[config.mk]
export PLATFORM = sky130hd
export DESIGN_NAME = ps2_rx_sequencer
export DESIGN_NICKNAME = d
export VERILOG_FILES = /design/src/rtl/ps2_pkg.sv /design/src/rtl/key_evt_fifo.sv /design/src/rtl/ps2_rx_sequencer.sv
export SDC_FILE = /design/constraint.sdc
export NUM_CORES = 1
export LEC_CHECK = 0
export ABC_AREA = 1
export CORE_ASPECT_RATIO = 1.25
export CORE_UTILIZATION = 45
export CTS_CLUSTER_SIZE = 30
export DETAILED_ROUTE_END_ITERATION = 8
export PLACE_DENSITY = 0.61
export SETUP_SLACK_MARGIN = 0.4
export SLEW_MARGIN = 5
export SYNTH_ARGS = -nofsm -noshare
export SYNTH_HDL_FRONTEND = slang
export SYNTH_SLANG_ARGS = --single-unit
[constraint.sdc]
create_clock -name Clk -period 3.7 [get_ports Clk]
set_input_delay 0.74 -clock Clk [delete_from_list [all_inputs] [get_ports Clk]]
set_output_delay 0.74 -clock Clk [all_outputs]
set_load 0.01 [all_outputs]
[src/rtl/ps2_pkg.sv]
// Shared types and constants for the PS/2 receive path.
package ps2_pkg;

  localparam logic [7:0] PS2_EXT   = 8'hE0;
  localparam logic [7:0] PS2_BRK   = 8'hF0;
  localparam logic [7:0] PS2_PAUSE = 8'hE1;

  typedef enum logic [1:0] {
    FrIdle,
    FrData,
    FrParity,
    FrStop
  } frame_state_t;

  typedef enum logic [1:0] {
    DecBase,
    DecExt,
    DecBrk,
    DecExtBrk
  } decode_state_t;

  typedef struct packed {
    logic       ext;
    logic       press;
    logic [7:0] code;
  } key_evt_t;

endpackage

[src/rtl/key_evt_fifo.sv]
// Synchronous key-event queue; head entry is visible while o_valid is high.
module key_evt_fifo
  import ps2_pkg::*;
#(
  parameter int unsigned FIFO_DEPTH = 4
) (
  input  logic     Clk,
  input  logic     reset,
  input  logic     i_push,
  input  key_evt_t i_data,
  input  logic     i_pop,
  output logic     o_valid,
  output key_evt_t o_head,
  output logic     o_overflow
);

  localparam int unsigned AW = (FIFO_DEPTH > 1) ? $clog2(FIFO_DEPTH) : 1;
  localparam logic [AW:0]   FULL_CNT = (AW + 1)'(FIFO_DEPTH);
  localparam logic [AW:0]   CNT_ONE  = (AW + 1)'(1);
  localparam logic [AW-1:0] PTR_ONE  = AW'(1);

  key_evt_t      r_mem [FIFO_DEPTH];
  logic [AW-1:0] r_wr_ptr;
  logic [AW-1:0] r_rd_ptr;
  logic [AW:0]   r_count;
  logic          r_overflow;

  logic w_full;
  logic w_pop;
  logic w_push;

  assign w_full = (r_count == FULL_CNT);
  assign w_pop  = i_pop & (r_count != '0);
  // A pop frees the slot this same edge, so a push into a full queue still lands.
  assign w_push = i_push & (~w_full | w_pop);

  always_ff @(posedge Clk or posedge reset) begin
    if (reset) begin
      for (int unsigned i = 0; i < FIFO_DEPTH; i++) begin
        r_mem[i] <= '0;
      end
      r_wr_ptr   <= '0;
      r_rd_ptr   <= '0;
      r_count    <= '0;
      r_overflow <= 1'b0;
    end else begin
      r_overflow <= i_push & w_full & ~w_pop;
      if (w_push) begin
        r_mem[r_wr_ptr] <= i_data;
        r_wr_ptr        <= r_wr_ptr + PTR_ONE;
      end
      if (w_pop) begin
        r_rd_ptr <= r_rd_ptr + PTR_ONE;
      end
      if (w_push && !w_pop) begin
        r_count <= r_count + CNT_ONE;
      end else if (w_pop && !w_push) begin
        r_count <= r_count - CNT_ONE;
      end
    end
  end

  assign o_valid    = (r_count != '0);
  assign o_head     = r_mem[r_rd_ptr];
  assign o_overflow = r_overflow;

endmodule

[src/rtl/ps2_rx_sequencer.sv]
// PS/2 keyboard receiver: tick-paced framing, prefix decode, typematic filter, event queue.
module ps2_rx_sequencer
  import ps2_pkg::*;
#(
  parameter int unsigned CLK_DIV    = 512,
  parameter int unsigned TIMEOUT    = 64,
  parameter int unsigned FIFO_DEPTH = 4
) (
  input  logic       Clk,
  input  logic       reset,
  input  logic       psClk,
  input  logic       psData,
  output logic       evt_valid,
  input  logic       evt_ready,
  output logic [7:0] evt_code,
  output logic       evt_ext,
  output logic       evt_press,
  output logic       frame_err,
  output logic       overflow
);

  localparam int unsigned DW = $clog2(CLK_DIV);
  localparam int unsigned TW = (TIMEOUT > 1) ? $clog2(TIMEOUT) : 1;
  localparam logic [DW-1:0] DIV_MAX = DW'(CLK_DIV - 1);
  localparam logic [DW-1:0] DIV_ONE = DW'(1);
  localparam logic [TW-1:0] TO_MAX  = TW'(TIMEOUT - 1);
  localparam logic [TW-1:0] TO_ONE  = TW'(1);

  logic [DW-1:0] r_div_cnt;
  logic          w_tick;

  always_ff @(posedge Clk or posedge reset) begin
    if (reset) begin
      r_div_cnt <= '0;
    end else if (w_tick) begin
      r_div_cnt <= '0;
    end else begin
      r_div_cnt <= r_div_cnt + DIV_ONE;
    end
  end

  assign w_tick = (r_div_cnt == DIV_MAX);

  // Sync flops idle high like the bus so reset never fakes a falling edge.
  logic r_clk_s1, r_clk_s2, r_clk_prev;
  logic r_dat_s1, r_dat_s2;
  logic w_fall;

  always_ff @(posedge Clk or posedge reset) begin
    if (reset) begin
      r_clk_s1   <= 1'b1;
      r_clk_s2   <= 1'b1;
      r_clk_prev <= 1'b1;
      r_dat_s1   <= 1'b1;
      r_dat_s2   <= 1'b1;
    end else begin
      r_clk_s1 <= psClk;
      r_clk_s2 <= r_clk_s1;
      r_dat_s1 <= psData;
      r_dat_s2 <= r_dat_s1;
      if (w_tick) begin
        r_clk_prev <= r_clk_s2;
      end
    end
  end

  assign w_fall = w_tick & r_clk_prev & ~r_clk_s2;

  frame_state_t  r_fstate;
  logic [2:0]    r_bit_cnt;
  logic [7:0]    r_shift;
  logic          r_par_bad;
  logic [TW-1:0] r_to_cnt;
  logic          r_frame_err;
  logic          r_byte_done;
  logic [7:0]    r_byte;

  always_ff @(posedge Clk or posedge reset) begin
    if (reset) begin
      r_fstate    <= FrIdle;
      r_bit_cnt   <= '0;
      r_shift     <= '0;
      r_par_bad   <= 1'b0;
      r_to_cnt    <= '0;
      r_frame_err <= 1'b0;
      r_byte_done <= 1'b0;
      r_byte      <= '0;
    end else begin
      r_frame_err <= 1'b0;
      r_byte_done <= 1'b0;
      if (w_tick && !w_fall && r_fstate != FrIdle) begin
        if (r_to_cnt == TO_MAX) begin
          r_fstate    <= FrIdle;
          r_frame_err <= 1'b1;
          r_to_cnt    <= '0;
        end else begin
          r_to_cnt <= r_to_cnt + TO_ONE;
        end
      end
      if (w_fall) begin
        r_to_cnt <= '0;
        unique case (r_fstate)
          FrIdle: begin
            if (!r_dat_s2) begin
              r_fstate  <= FrData;
              r_bit_cnt <= '0;
            end else begin
              r_frame_err <= 1'b1;
            end
          end
          FrData: begin
            r_shift   <= {r_dat_s2, r_shift[7:1]};
            r_bit_cnt <= r_bit_cnt + 3'd1;
            if (r_bit_cnt == 3'd7) begin
              r_fstate <= FrParity;
            end
          end
          FrParity: begin
            r_par_bad <= ~(^{r_shift, r_dat_s2});
            r_fstate  <= FrStop;
          end
          FrStop: begin
            if (r_dat_s2 && !r_par_bad) begin
              r_byte_done <= 1'b1;
              r_byte      <= r_shift;
            end else begin
              r_frame_err <= 1'b1;
            end
            r_fstate <= FrIdle;
          end
          default: r_fstate <= FrIdle;
        endcase
      end
    end
  end

  decode_state_t r_dstate;
  decode_state_t w_dstate_d;
  logic          w_key_valid;
  logic          w_key_press;
  logic          w_key_ext;

  always_comb begin
    w_dstate_d  = r_dstate;
    w_key_valid = 1'b0;
    w_key_press = 1'b0;
    w_key_ext   = 1'b0;
    if (r_byte_done) begin
      w_dstate_d = DecBase;
      if (r_byte == PS2_BRK) begin
        if (r_dstate == DecBase) begin
          w_dstate_d = DecBrk;
        end else if (r_dstate == DecExt) begin
          w_dstate_d = DecExtBrk;
        end
      end else if (r_byte == PS2_EXT && r_dstate == DecBase) begin
        w_dstate_d = DecExt;
      end else if (r_byte != PS2_PAUSE) begin
        w_key_valid = 1'b1;
        w_key_press = (r_dstate == DecBase) || (r_dstate == DecExt);
        w_key_ext   = (r_dstate == DecExt) || (r_dstate == DecExtBrk);
      end
    end
  end

  // Typematic filter: r_last holds the currently pressed {ext, code}, 0 when none.
  logic [8:0] r_last;
  logic [8:0] w_last_d;
  logic [8:0] w_key_id;
  logic       w_push;
  key_evt_t   w_push_evt;
  key_evt_t   w_head;

  assign w_key_id = {w_key_ext, r_byte};

  always_comb begin
    w_last_d = r_last;
    w_push   = 1'b0;
    if (w_key_valid) begin
      if (w_key_press) begin
        if (w_key_id != r_last) begin
          w_push   = 1'b1;
          w_last_d = w_key_id;
        end
      end else begin
        w_push = 1'b1;
        if (w_key_id == r_last) begin
          w_last_d = '0;
        end
      end
    end
  end

  always_ff @(posedge Clk or posedge reset) begin
    if (reset) begin
      r_dstate <= DecBase;
      r_last   <= '0;
    end else begin
      r_dstate <= w_dstate_d;
      r_last   <= w_last_d;
    end
  end

  assign w_push_evt = '{ext: w_key_ext, press: w_key_press, code: r_byte};

  key_evt_fifo #(
    .FIFO_DEPTH(FIFO_DEPTH)
  ) u_fifo (
    .Clk       (Clk),
    .reset     (reset),
    .i_push    (w_push),
    .i_data    (w_push_evt),
    .i_pop     (evt_ready),
    .o_valid   (evt_valid),
    .o_head    (w_head),
    .o_overflow(overflow)
  );

  assign evt_code  = w_head.code;
  assign evt_ext   = w_head.ext;
  assign evt_press = w_head.press;
  assign frame_err = r_frame_err;

endmodule

== Word level (Yosys, flattened, before mapping) ==
Index checks and enable logic that the tools add are counted.

* Memories kept: 0
* Output and inout port bits: 13
* RAM bits: 0
* Latch bits: 0
* Register bits after elaboration: 103
* Memory bits (read-only): 0

* Multiply operators: 0
* Multiplexer cells: 51
* Bitwise gates (word level): 13
* Add/subtract/negate cells: 7
* Equality and inequality tests: 16
* Order comparisons: 3
* Shift-type cells: 0
* Divide/modulo/power cells: 0
* Reduce and logical (&&, ||, !) cells: 27

{| class="wikitable"
|+ Operators by type and width
! operator !! count
|-
| 40-bit bitwise mux || 1
|-
| 9-bit 2-to-1 mux || 4
|-
| 10-bit 2-to-1 mux || 3
|-
| 1-bit 2-to-1 mux || 24
|-
| 10-bit binary-select mux with 2-bit select || 1
|-
| 10-bit demux with 2-bit select || 1
|-
| 6-bit 2-to-1 mux || 3
|-
| 8-bit equality test, second input constant || 2
|-
| 2-bit 2-to-1 mux || 8
|-
| 2-bit nonzero test || 5
|-
| 9-bit by 1-bit adder with 9-bit output, second input constant || 1
|-
| 9-bit equality test || 1
|-
| 9-bit equality test, second input constant || 1
|-
| 3-bit 2-to-1 mux || 3
|-
| 9-bit inequality test || 1
|-
| 3-bit AND reduction || 3
|-
| 9-bit XOR reduction || 1
|-
| 8-bit inequality test, second input constant || 1
|-
| 2-bit case mux with 4 select lines || 1
|-
| 1-bit logical AND || 7
|-
| 3-bit by 1-bit adder with 3-bit output, second input constant || 2
|-
| 6-bit by 1-bit adder with 6-bit output, second input constant || 1
|-
| 1-bit AND || 6
|-
| 2-bit equality test, second input constant || 3
|-
| 19 further kinds || 33
|}

== Logic depth before layout (Yosys ltp) ==
Gate-level depths: netlist of run 1.

* Word-level depth: 15
* Mapped depth: 22
* Mapped depth without buffers: 20

== Hierarchy ==
From an unflattened synthesis of run 1, not the netlist that was laid out.

* Cell total of the unflattened synthesis: 600
* Area, all modules: 5177.5 um^2

{| class="wikitable"
|+ By module, submodules not included
! module !! instances !! cells an instance !! sequential area each (um^2) !! area an instance (um^2)
|-
| ps2_rx_sequencer || 1 || 317 || 1382.6 || 2746.4
|-
| key_evt_fifo || 1 || 283 || 1201.2 || 2431.1
|}

== Least setup slack after synthesis of run 1 ==
Ideal clock, no wire load.

* Path type: reg2reg
* From: register r_byte[0]
* To: register u_fifo.r_count[2]
* Buffers on the path: 2
* Arrival time: 2959 ps
* Cell stages (with the launch flop): 23
* Library setup time: 131 ps
* Period minus slack after synthesis: 3090 ps
* Slack: 610 ps
* Cell sequence: dfrtp_1 buf_4 nor2_2 nand2_4 inv_2 nand3_4 nand2_4 nor2_8 nand2_2 nand2_1 nand2_1 nor2_1 ha_1 inv_4 nand4_4 nor2_8 buf_6 ha_1 inv_1 fa_1 a21oi_1 o21ai_0 xor2_1

* Cells in the longest elaborated chain, start to end: 13
* Elaborated cells on any way between the ends: 26

{| class="wikitable"
|+ RTL lines
! element !! RTL line !! RTL
|-
| from (decl) || ps2_rx_sequencer.sv:76 || <nowiki>logic [7:0] r_byte;</nowiki>
|-
| from (signal assigned) || ps2_rx_sequencer.sv:125 || <nowiki>r_byte <= r_shift;</nowiki>
|-
| 8-bit inequality test / 8-bit equality test (equally long branches) || ps2_rx_sequencer.sv:158, ps2_rx_sequencer.sv:156 ||
|-
| 1-bit 2-to-1 mux / 1-bit logical AND (equally long branches) || ps2_rx_sequencer.sv:158, ps2_rx_sequencer.sv:156 ||
|-
| 1-bit 2-to-1 mux || ps2_rx_sequencer.sv:156 || <nowiki>end else if (r_byte == PS2_EXT && r_dstate == DecBase) begin</nowiki>
|-
| 1-bit 2-to-1 mux || ps2_rx_sequencer.sv:150 || <nowiki>if (r_byte == PS2_BRK) begin</nowiki>
|-
| 1-bit 2-to-1 mux || ps2_rx_sequencer.sv:148 || <nowiki>if (r_byte_done) begin</nowiki>
|-
| 9-bit inequality test || ps2_rx_sequencer.sv:181 || <nowiki>if (w_key_id != r_last) begin</nowiki>
|-
| 1-bit 2-to-1 mux || ps2_rx_sequencer.sv:181 ||
|-
| 1-bit 2-to-1 mux || ps2_rx_sequencer.sv:180 || <nowiki>if (w_key_press) begin</nowiki>
|-
| 1-bit 2-to-1 mux * || ps2_rx_sequencer.sv:179 || <nowiki>if (w_key_valid) begin</nowiki>
|-
| 1-bit AND * || key_evt_fifo.sv:35 || <nowiki>assign w_push = i_push & (~w_full | w_pop);</nowiki>
|-
| named net u_fifo.w_push || key_evt_fifo.sv:30 || <nowiki>logic w_push;</nowiki>
|-
| 1-bit zero test || key_evt_fifo.sv:57 || <nowiki>end else if (w_pop && !w_push) begin</nowiki>
|-
| 1-bit logical AND || key_evt_fifo.sv:57 ||
|-
| 2-bit nonzero test (no line) || n/a ||
|-
| to (signal assigned) || key_evt_fifo.sv:56 || <nowiki>r_count <= r_count + CNT_ONE;</nowiki>
|-
| to (signal assigned) || key_evt_fifo.sv:58 || <nowiki>r_count <= r_count - CNT_ONE;</nowiki>
|-
| to (decl) || key_evt_fifo.sv:25 || <nowiki>logic [AW:0] r_count;</nowiki>
|}

The timed path passes the listed nets; every way through them passes the cells marked *.
A chain may end at the register's enable or synchronous reset.

== Final worst setup path of run 1 ==
* From: register r_byte[3]
* To: register u_fifo.r_count[2]

* Cells in the longest elaborated chain, start to end: 13
* Elaborated cells on any way between the ends: 26

{| class="wikitable"
|+ RTL lines
! element !! RTL line
|-
| 8-bit inequality test / 8-bit equality test (equally long branches) || ps2_rx_sequencer.sv:158, ps2_rx_sequencer.sv:156
|-
| 1-bit 2-to-1 mux / 1-bit logical AND (equally long branches) || ps2_rx_sequencer.sv:158, ps2_rx_sequencer.sv:156
|-
| 1-bit 2-to-1 mux || ps2_rx_sequencer.sv:156
|-
| 1-bit 2-to-1 mux || ps2_rx_sequencer.sv:150
|-
| 1-bit 2-to-1 mux || ps2_rx_sequencer.sv:148
|-
| 9-bit inequality test || ps2_rx_sequencer.sv:181
|-
| 1-bit 2-to-1 mux || ps2_rx_sequencer.sv:181
|-
| 1-bit 2-to-1 mux || ps2_rx_sequencer.sv:180
|-
| 1-bit 2-to-1 mux * || ps2_rx_sequencer.sv:179
|-
| 1-bit AND * || key_evt_fifo.sv:35
|-
| 1-bit zero test || key_evt_fifo.sv:57
|-
| 1-bit logical AND || key_evt_fifo.sv:57
|-
| 2-bit nonzero test (no line) || n/a
|}

Mark *: on every way between the ends. The rest lies on a longest branch, timed or not.

==> results.py, run 1 <==
metrics = {
    "yosys": {
        "synth_top_cells_by_count": "nand2_1, dfrtp_1, nand3_1, nor2_1, inv_1",
        "synth_edf_count": 0,
        "synth_warnings": 0,
        "synth_area_leaders": "dfrtp_1, nand2_1, nand3_1, ha_1, nor2_1",
        "synth_seq_area_share_pct": 49.3,
        "ys.flop_type": "dfrtp_1",
        "avgSynthCellArea_um2": 8.89,
        "yosysTopAreaCell": "dfrtp_1",
        "synth_top_cell_area_share_pct": 46.8,
        "yosysMostFrequentCell": "nand2_1",
        "async_flop_share_pct": 100,
        "synth_cells": 589,
        "ys_types": 40,
        "synth-seq-cells": 103,
        "syn-cell-area_um2": 5240,
        "synth_nets": 610,
    },
    "sta": {
        "rsz0062_at_grt": "false",
        "worstMarginPinSlew_ps": 957,
        "hold_viol": 0,
        "fmax_ghz": 0.330,
        "slew_violations": 0,
        "max_slew_margin_pct": 36.1,
        "finalClockSkew_ps": 9.08,
        "fin_crit_sh_pct": 81.8,
        "setup_tns_ps": 0,
        "period_minus_slack_ps": 3030,
        "setup_viol": 0,
    },
    "power": {
        "comb_power_share_pct": 20.2,
        "p_switching_uw": 795,
        "p_int_mw": 2.02,
        "pwr_density_cell_nw_per_um2": 473,
        "total_power_mw": 2.81,
        "switching_share_pct": 28.3,
        "p_leak_nw": 2.83,
        "p_clk_share_pct": 36.9,
        "ir_drop_mv": 0.244,
        "p_seq_share_pct": 42.8,
    },
    "floorplanning": {
        "core_area_um2": 11200,
        "rows": 43,
        "initial_utilization_pct": 46.8,
        "fp.dieArea_um2": 12100,
        "die_w_um": 98.5,
        "die_h_um": 123,
        "top_level_ports": 18,
    },
    "global_route": {
        "grt_pass1_vias": 3809,
        "grt_max_degree": 45,
        "grt_pass1_wl_mm": 17.9,
        "grt.overflow.total": 0,
        "grtUsageTotal_pct": 18.9,
        "antenna_found_initial": 0,
    },
    "layout": {
        "antenna_cells": 0,
        "drive_gt1_share_pct": 16.9,
        "nNetsFinal": 637,
        "area_growth_pct": 13.5,
        "final_util_pct": 53.1,
        "instances_no_fill": 756,
    },
    "routing": {
        "drc": 0,
        "drt_wl_total_mm": 10.5,
        "num_vias": 3932,
        "wl_per_cell_um": 13.9,
        "drt_pass1_iterations": 8,
        "drt_iter0_drc": 189,
        "ant_nets": 0,
        "routed_via_density": 5.20,
    },
    "setup_path": {
        "critPathArrivalTime_ps": 3250,
        "start_kind": "register",
        "worstSetupEndpointType": "register",
        "required_ps": 3920,
        "crit_type": "register to register",
        "worstPathMaxFanout": 6,
        "r2r_cells": 20,
    },
    "clock_network": {
        "htreeDepth": 3,
        "clock_path_buffers": 2,
        "clk_pin_slew_ps": 70,
        "cts_tree": "built",
        "cts-buffers-inserted": 9,
        "clkSinkCount": 103,
        "root_buffer": "clkbuf_16",
        "clkLatencyLatePin_ps": 350,
    },
    "placement": {
        "gp_congestion": 0.832,
        "portBuffers": 17,
        "place_inst": 719,
        "dp_hpwl_mm": 7.28,
    },
    "worst_hold_path": {
        "min_path_type": "register to register",
        "hold_path_depth": 0,
    },
    "status": {
        "status": "completed",
    },
    "flow_run": {
        "cap_violations": 0,
    },
}
stage by stage:
step | instance area, µm² | setup slack, ps | hold WS (ps)
final | 5940 | 672 | 356
after global routing | 5940 | 406 | 360
after CTS | 5770 | 528 | 357
after detailed placement | 5440 | 540 | 347
after global placement | 5440 | 666 | 346
after floorplan | 5240 | 610 | 345
cell families (layout without fill, tap and decap cells):
family          Yosys count  after routing  share of synthesized area, %
mux                       1              1                         0.215
buf+inv                  72            104                          6.81
flops                   103            103                          49.3
compound gates           86             86                          9.61
fa+ha+maj                16             16                          3.97
simple gates            295            295                          27.4
xor+xnor                 16             16                          2.68
final cells by class:
type	instances	area [µm²]
fillers	1029	5250
flip-flops and latches	103	2590
multi-input cells	414	2300
repair buffers	42	370
clock buffers	9	225
inverters	46	179
well taps	135	169
clock inverters	7	104
routing by layer:
| metal | share of wire [%] | vias to the layer above | track usage, % |
|---|---|---|---|
| met4 | 1.5 | 0 | 7.09 |
| met3 | 2.7 | 9 | 3.08 |
| met2 | 51 | 61 | 32.6 |
| met5 | 0 | - | 0 |
| met1 | 45 | 1892 | 24.0 |
| li1 | - | 1970 | - |
worst max-delay path, cell delays in order (launching register included):
cell     delay [ps]
dfrtp_2         440
nor2_4          180
nand2_4          90
inv_2            80
nand3_4          90
nand2_4         110
nor2_8           70
nand2_2         100
nand2_1          50
nand2_1          60
nor2_1           40
ha_1            200
inv_4           110
nand4_4         160
nor2_8          110
ha_1            140
inv_1            60
fa_1            380
a21oi_1         150
o21ai_0         110
xor2_1          150
power groups by stage:
stage | clock network [mW] | logic, mW | registers [mW]
finish | 1.04 | 0.569 | 1.20
global route | 1.11 | 0.637 | 1.21
CTS | 1.06 | 0.575 | 1.21
detailed placement | 0 | 0.573 | 1.23
global placement | 0 | 0.566 | 1.23
floorplan | 0 | 0.352 | 1.21
final timing paths:
check                                 startpoint                             end  slack [ps]
max                        r_byte[3]$_DFFE_PP0P_   u_fifo.r_count[2]$_DFFE_PP0P_         670
min in group asynchronous                  reset  u_fifo.r_wr_ptr[1]$_DFFE_PP0P_         940
min                           r_dat_s1$_DFF_PP1_              r_dat_s2$_DFF_PP1_         360
min reg2reg                   r_dat_s1$_DFF_PP1_              r_dat_s2$_DFF_PP1_         360
max reg2reg                r_byte[3]$_DFFE_PP0P_   u_fifo.r_count[2]$_DFFE_PP0P_         670
max in group asynchronous                  reset          r_clk_prev$_DFFE_PP1N_        1940
registers in the layout, summed over array words and instances (netlist names), 2 cells and up:
name,cells
r_bit_cnt,3
r_byte,8
r_div_cnt,9
r_dstate,2
r_fstate,2
r_last,9
r_shift,8
r_to_cnt,6
u_fifo.r_count,3
u_fifo.r_mem,40
u_fifo.r_rd_ptr,2
u_fifo.r_wr_ptr,2
repair_timing:
item                       4_1_cts  5_1_grt
setup endpoints to repair        0        1
hold buffers                     0        0
buffers inserted                 0       21
resized for setup                0        9
cell usage in the layout, fill, tap and decap left out, types with 2 or more instances in the layout:
cell type and n:
bufinv_16 2, nand4_1 4, clkinvlp_4 3, inv_2 9
inv_1 35, dfstp_2 5, nand2_2 7, nor2_8 2
xor2_1 3, o21ai_1 21, dfrtp_1 90, nand3_1 53
dfrtp_2 8, o22ai_1 11, buf_4 24, ha_1 15
o21ai_2 9, nor2_4 3, xnor2_1 13, nor2_1 47
nand2_1 156, nand2_4 4, nand4_4 5, nand3_4 3
o21ai_0 28, clkbuf_16 9, a32o_1 2, a21oi_1 13
nor2_2 4, nor3_1 4, clkdlybuf4s50_1 17
Power figures use the tool's default switching activity.
==> run 2: changes to the inputs <==
==> constraint.sdc (replaced) <==
create_clock -name Clk -period 2.85 [get_ports Clk]
set_input_delay 0.57 -clock Clk [delete_from_list [all_inputs] [get_ports Clk]]
set_output_delay 0.57 -clock Clk [all_outputs]
set_load 0.01 [all_outputs]
==> run 2 against run 1 <==
  * The run now ends with DRC left
  * Largest power group unchanged
  * Utilization increased by 2.4 points
  * Via count is 2.9% higher
  * Sequential power is 28% higher
  * Setup slack got worse by 490 ps
  * Die area unchanged
  * Final area increased by 4.6%
  * Combinational power is 46% higher
==> results.py, run 2 (synthesis results as in run 1) <==
metrics = {
    "status": {
        "status": "finished with violations",
        "violations": "DRC",
    },
    "clock_network": {
        "htreeDepth": 3,
        "clkLatencyLatePin_ps": 350,
        "cts_tree": "built",
        "clock_path_buffers": 2,
        "root_buffer": "clkbuf_16",
        "cts-buffers-inserted": 9,
        "clk_pin_slew_ps": 70,
        "clkSinkCount": 103,
    },
    "routing": {
        "drt_iter0_drc": 139,
        "drt_pass1_iterations": 9,
        "num_vias": 4047,
        "ant_nets": 0,
        "drc": 1,
        "wl_per_cell_um": 14.8,
        "routed_via_density": 5.20,
        "drt_wl_total_mm": 11.5,
    },
    "setup_path": {
        "worstSetupEndpointType": "register",
        "crit_type": "register to register",
        "rr_startpoint": "r_byte[3]$_DFFE_PP0P_",
        "start_kind": "register",
        "critical_path.startpoint": "r_byte[3]$_DFFE_PP0P_",
        "required_ps": 3070,
        "worstPathMaxFanout": 3,
        "worstReg2RegEnd": "u_fifo.r_count[2]$_DFFE_PP0P_",
        "reg2reg_setup_slack_ps": 180,
        "r2r_cells": 20,
        "crit_path_end": "u_fifo.r_count[2]$_DFFE_PP0P_",
        "critPathArrivalTime_ps": 2900,
    },
    "layout": {
        "layout_commonest_cell": "nand2_1",
        "area_growth_pct": 18.8,
        "layout_common_cells": "nand2_1, dfrtp_1, nand3_1",
        "antenna_cells": 0,
        "drive_gt1_share_pct": 21.9,
        "top_regs": "u_fifo.r_mem: 40 flops, r_div_cnt: 9 flops, r_last: 9 flops",
        "nNetsFinal": 660,
        "largest_reg_flops": 40,
        "regMostFlops": "u_fifo.r_mem",
        "instances_no_fill": 779,
    },
    "sta": {
        "setup_viol": 0,
        "hold_viol": 0,
        "rsz0062_at_grt": "true",
        "worstMarginPinSlew_ps": 592,
        "fin_crit_sh_pct": 93.7,
        "finalClockSkew_ps": 7.12,
        "max_slew_margin_pct": 60.5,
        "fmax_ghz": 0.374,
        "setup_tns_ps": 0,
        "hold_ws_ps": 357,
        "slew_violations": 0,
        "finalWorstSetupSlack_ps": 179,
        "period_minus_slack_ps": 2670,
    },
    "global_route": {
        "grt_pass1_wl_mm": 19.3,
        "antenna_found_initial": 0,
        "grt_pass1_vias": 4070,
        "grt.overflow.total": 0,
        "grtUsageTotal_pct": 20.7,
        "grt_max_degree": 53,
    },
    "power": {
        "ir_drop_mv": 0.268,
        "p_leak_nw": 3.03,
        "pwr_density_cell_nw_per_um2": 570,
        "total_power_mw": 3.55,
    },
    "placement": {
        "gp_congestion": 0.789,
        "portBuffers": 17,
        "place_ws_ps": 70.1,
        "dp_hpwl_mm": 7.60,
        "place_inst": 736,
    },
    "floorplanning": {
        "core_area_um2": 11200,
        "die_h_um": 123,
        "top_level_ports": 18,
        "fp.dieArea_um2": 12100,
        "die_w_um": 98.5,
        "rows": 43,
        "initial_utilization_pct": 46.8,
    },
    "worst_hold_path": {
        "min_path_type": "register to register",
        "min_from": "r_clk_s1$_DFF_PP1_",
    },
    "flow_run": {
        "cap_violations": 0,
    },
}
[run 2: worst max-delay path, stage by stage, from the launching register on]
cell and delay (ps):
dfrtp_1 420, nor2_4 180, nand2_4 90, inv_4 70
nand3_4 70, nand2_4 110, nor2_8 50, nand2_4 70
nand2_2 40, nand2_1 60, nor2_1 40, ha_2 180
inv_4 60, nand4_4 110, nor2_8 120, ha_4 140
inv_4 40, fa_2 340, a21oi_2 130, o21ai_1 80
xor2_1 140
[run 2: layout make-up]
type                       count  area, µm²
clock buffer                  13        260
clock inverter                 3       17.5
fill                        1016       4970
inverter                      46        184
multi-input combinational    414       2410
sequential                   103       2590
tap                          135        169
timing repair buffer          65        592
[run 2: worst min path at each step]
stage,end,cells past startpoint
after CTS,r_clk_s2$_DFF_PP1_,0
after global placement,r_clk_s2$_DFF_PP1_,0
final,r_clk_s2$_DFF_PP1_,0
after detailed placement,r_clk_s2$_DFF_PP1_,0
after floorplan,r_clk_s2$_DFF_PP1_,0
after global routing,r_clk_s2$_DFF_PP1_,0
[run 2: per-stage QoR]
stage,util [%],instance area (µm²)
after global placement,50.0,5600
final,55.6,6220
after floorplan,-,5270
after global routing,55.6,6220
after CTS,53.5,5990
after detailed placement,50.0,5600
[run 2: where the power goes]
group,internal [mW],leakage [nW],switching (mW)
Combinational,0.377,1.51,0.456
Sequential,1.50,1.39,0.0380
Clock,0.638,0.136,0.533
[run 2: routing by layer]
metal	vias to the layer above	share of wire (%)	global-route usage (%)	wire, µm
met5	-	0	0	0
met4	0	2.0	8.40	226
met3	15	2.7	4.50	316
met2	55	53	37.9	6170
met1	1956	42	23.6	4830
li1	2021	-	-	-
[run 2: timing repair]
action                     4_1_cts  5_1_grt
hold buffers                     0        0
setup endpoints to repair       28       79
pin swaps                       12        7
setup buffers                   12       15
resized for setup               10       30
==> run 3: changes to the inputs <==
==> constraint.sdc (replaced) <==
create_clock -name Clk -period 2.85 [get_ports Clk]
set_input_delay 0.7125 -clock Clk [delete_from_list [all_inputs] [get_ports Clk]]
set_output_delay 0.7125 -clock Clk [all_outputs]
set_load 0.01 [all_outputs]
==> run 3 against run 2 <==
  * The flow now finishes without violations
  * Global-route usage down 0.24 points
  * Combinational power decreased by 3.7%
  * Clock-buffer cell count fell by 2
  * Flip-flop and latch count is the same
  * Register-to-register slack about the same
  * Clock power up 7%
  * Via count decreased by 0.20%
  * Clock skew down 1.3 ps
  * Setup slack lost 7.9 ps
  * Cell count shrank 0.26%
  * Final area up 0.30%
  * Routed wire length increased by 0.57%
  * Critical endpoint unchanged
  * Largest cell class unchanged
==> results.py, run 3 (synthesis results as in run 1) <==
metrics = {
    "status": {
        "status": "completed",
    },
    "layout": {
        "instances_no_fill": 777,
        "regMostFlops": "u_fifo.r_mem",
        "final_util_pct": 55.7,
        "drive_gt1_share_pct": 21.7,
        "largest_reg_flops": 40,
        "top_regs": "u_fifo.r_mem: 40 flops, r_div_cnt: 9 flops, r_last: 9 flops",
        "layout_common_cells": "nand2_1, dfrtp_1, nand3_1",
        "layout_commonest_cell": "nand2_1",
        "antenna_cells": 0,
        "nNetsFinal": 658,
        "fill_cells": 1028,
        "area_growth_pct": 19.1,
    },
    "setup_path": {
        "r2r_cells": 20,
        "required_ps": 3090,
        "worstReg2RegEnd": "u_fifo.r_count[2]$_DFFE_PP0P_",
        "start_kind": "register",
        "crit_type": "register to register",
        "rr_startpoint": "r_byte[1]$_DFFE_PP0P_",
        "critPathArrivalTime_ps": 2910,
        "worstPathMaxFanout": 4,
        "reg2reg_setup_slack_ps": 170,
        "worstSetupEndpointType": "register",
    },
    "worst_hold_path": {
        "hold_path_depth": 0,
        "hold_path_end": "r_dat_s2$_DFF_PP1_",
        "min_path_type": "register to register",
        "min_from": "r_dat_s1$_DFF_PP1_",
    },
    "power": {
        "p_int_mw": 2.57,
        "p_clk_share_pct": 34.6,
        "p_leak_nw": 3.00,
        "comb_power_share_pct": 22.2,
        "switching_share_pct": 28.8,
        "ir_drop_mv": 0.316,
        "pwr_density_cell_nw_per_um2": 578,
        "p_seq_share_pct": 43.2,
        "p_switching_mw": 1.04,
    },
    "clock_network": {
        "cts_tree": "built",
        "cts-buffers-inserted": 9,
        "root_buffer": "clkbuf_16",
        "clock_path_buffers": 2,
        "htreeDepth": 3,
        "clkSinkCount": 103,
        "clkLatencyLatePin_ps": 350,
        "clk_pin_slew_ps": 70,
    },
    "placement": {
        "dp_hpwl_mm": 7.62,
        "place_inst": 734,
        "portBuffers": 17,
        "gp_congestion": 0.789,
        "place_ws_ps": 111,
    },
    "routing": {
        "drt_iter0_drc": 198,
        "drt_pass1_iterations": 6,
        "routed_via_density": 5.20,
        "ant_nets": 0,
        "num_vias": 4039,
        "drc": 0,
        "wl_per_cell_um": 14.9,
        "drt_wl_total_mm": 11.6,
    },
    "sta": {
        "fmax_ghz": 0.373,
        "rsz0062_at_grt": "true",
        "setup_viol": 0,
        "max_slew_margin_pct": 57.9,
        "slew_violations": 0,
        "finalClockSkew_ps": 5.81,
        "finalWorstSetupSlack_ps": 171,
        "hold_viol": 0,
        "period_minus_slack_ps": 2680,
        "worstMarginPinSlew_ps": 631,
        "fin_crit_sh_pct": 94.0,
    },
    "global_route": {
        "grt_pass1_wl_mm": 19.0,
        "grt_max_degree": 57,
        "grt_pass1_vias": 3943,
        "antenna_found_initial": 0,
        "grt.overflow.total": 0,
        "grtUsageTotal_pct": 20.5,
    },
    "floorplanning": {
        "fp.dieArea_um2": 12100,
        "initial_utilization_pct": 46.8,
        "top_level_ports": 18,
        "core_area_um2": 11200,
        "die_w_um": 98.5,
        "rows": 43,
        "die_h_um": 123,
    },
    "flow_run": {
        "cap_violations": 0,
    },
}
==> run 3: timing repair <==
item | CTS | global route
hold buffers | 0 | 0
pin swaps | 10 | 15
buffers inserted | 15 | 10
gates cloned | 0 | 2
setup endpoints to repair | 24 | 74
resized for setup | 22 | 22
==> run 3: per-layer routing <==
| metal | GRT usage (%) | share of wire, % |
|---|---|---|
| met5 | 0 | 0 |
| met3 | 2.22 | 3.0 |
| met4 | 11.2 | 2.3 |
| met2 | 36.6 | 52 |
| met1 | 24.3 | 42 |
==> run 3: worst max-delay path by stage <==
stage,start,to,slack [ps]
detailed placement,r_byte[7]$_DFFE_PP0P_,u_fifo.r_count[2]$_DFFE_PP0P_,110
finish,r_byte[1]$_DFFE_PP0P_,u_fifo.r_count[2]$_DFFE_PP0P_,170
global placement,r_byte[3]$_DFFE_PP0P_,u_fifo.r_count[2]$_DFFE_PP0P_,180
floorplan,r_byte[3]$_DFFE_PP0P_,u_fifo.r_count[2]$_DFFE_PP0P_,-100
CTS,r_byte[4]$_DFFE_PP0P_,u_fifo.r_count[2]$_DFFE_PP0P_,220
global route,r_byte[1]$_DFFE_PP0P_,u_fifo.r_count[2]$_DFFE_PP0P_,-5
==> run 3: power by group through the flow <==
stage / Sequential, mW / Combinational (mW) / Clock, mW
2_1_floorplan: 1.57 / 0.463 / 0
3_3_place_gp: 1.58 / 0.784 / 0
3_5_place_dp: 1.58 / 0.797 / 0
4_1_cts: 1.56 / 0.810 / 1.27
5_1_grt: 1.56 / 0.894 / 1.33
6_report: 1.56 / 0.802 / 1.25
==> run 3: area by class of cell <==
cell class	instances	area, µm²	share of cell area [%]
clock buffers	11	243	3.89
repair buffers	63	598	9.59
multi-input cells	414	2400	38.4
well taps	135	169	2.71
flip-flops and latches	103	2590	41.5
clock inverters	5	57.6	0.923
inverters	46	186	2.99
==> run 3: metrics by stage <==
stage               hold WS (ps)  setup TNS, ps  power [mW]  cell area, µm²
global route                 361          -5.27        3.79            6240
finish                       357              0        3.60            6240
CTS                          361              0        3.63            6030
detailed placement           349              0        2.38            5590
floorplan                    345           -202        2.03            5270
global placement             346              0        2.36            5590
==> run 3: critical path, cell delays in order, from the launching register on <==
cell and delay [ps]:
dfrtp_2 440, nor2_4 130, nand2_4 80, inv_4 70, nand3_4 80, nand2_4 110, nor2_8 40, nand2_4 70
nand2_2 50, nand2_2 60, nor2_2 40, ha_2 180, inv_4 60, nand4_4 110, nor2_8 140, ha_4 140
inv_4 30, fa_2 360, a21oi_2 120, o21ai_1 80, xor2_1 160
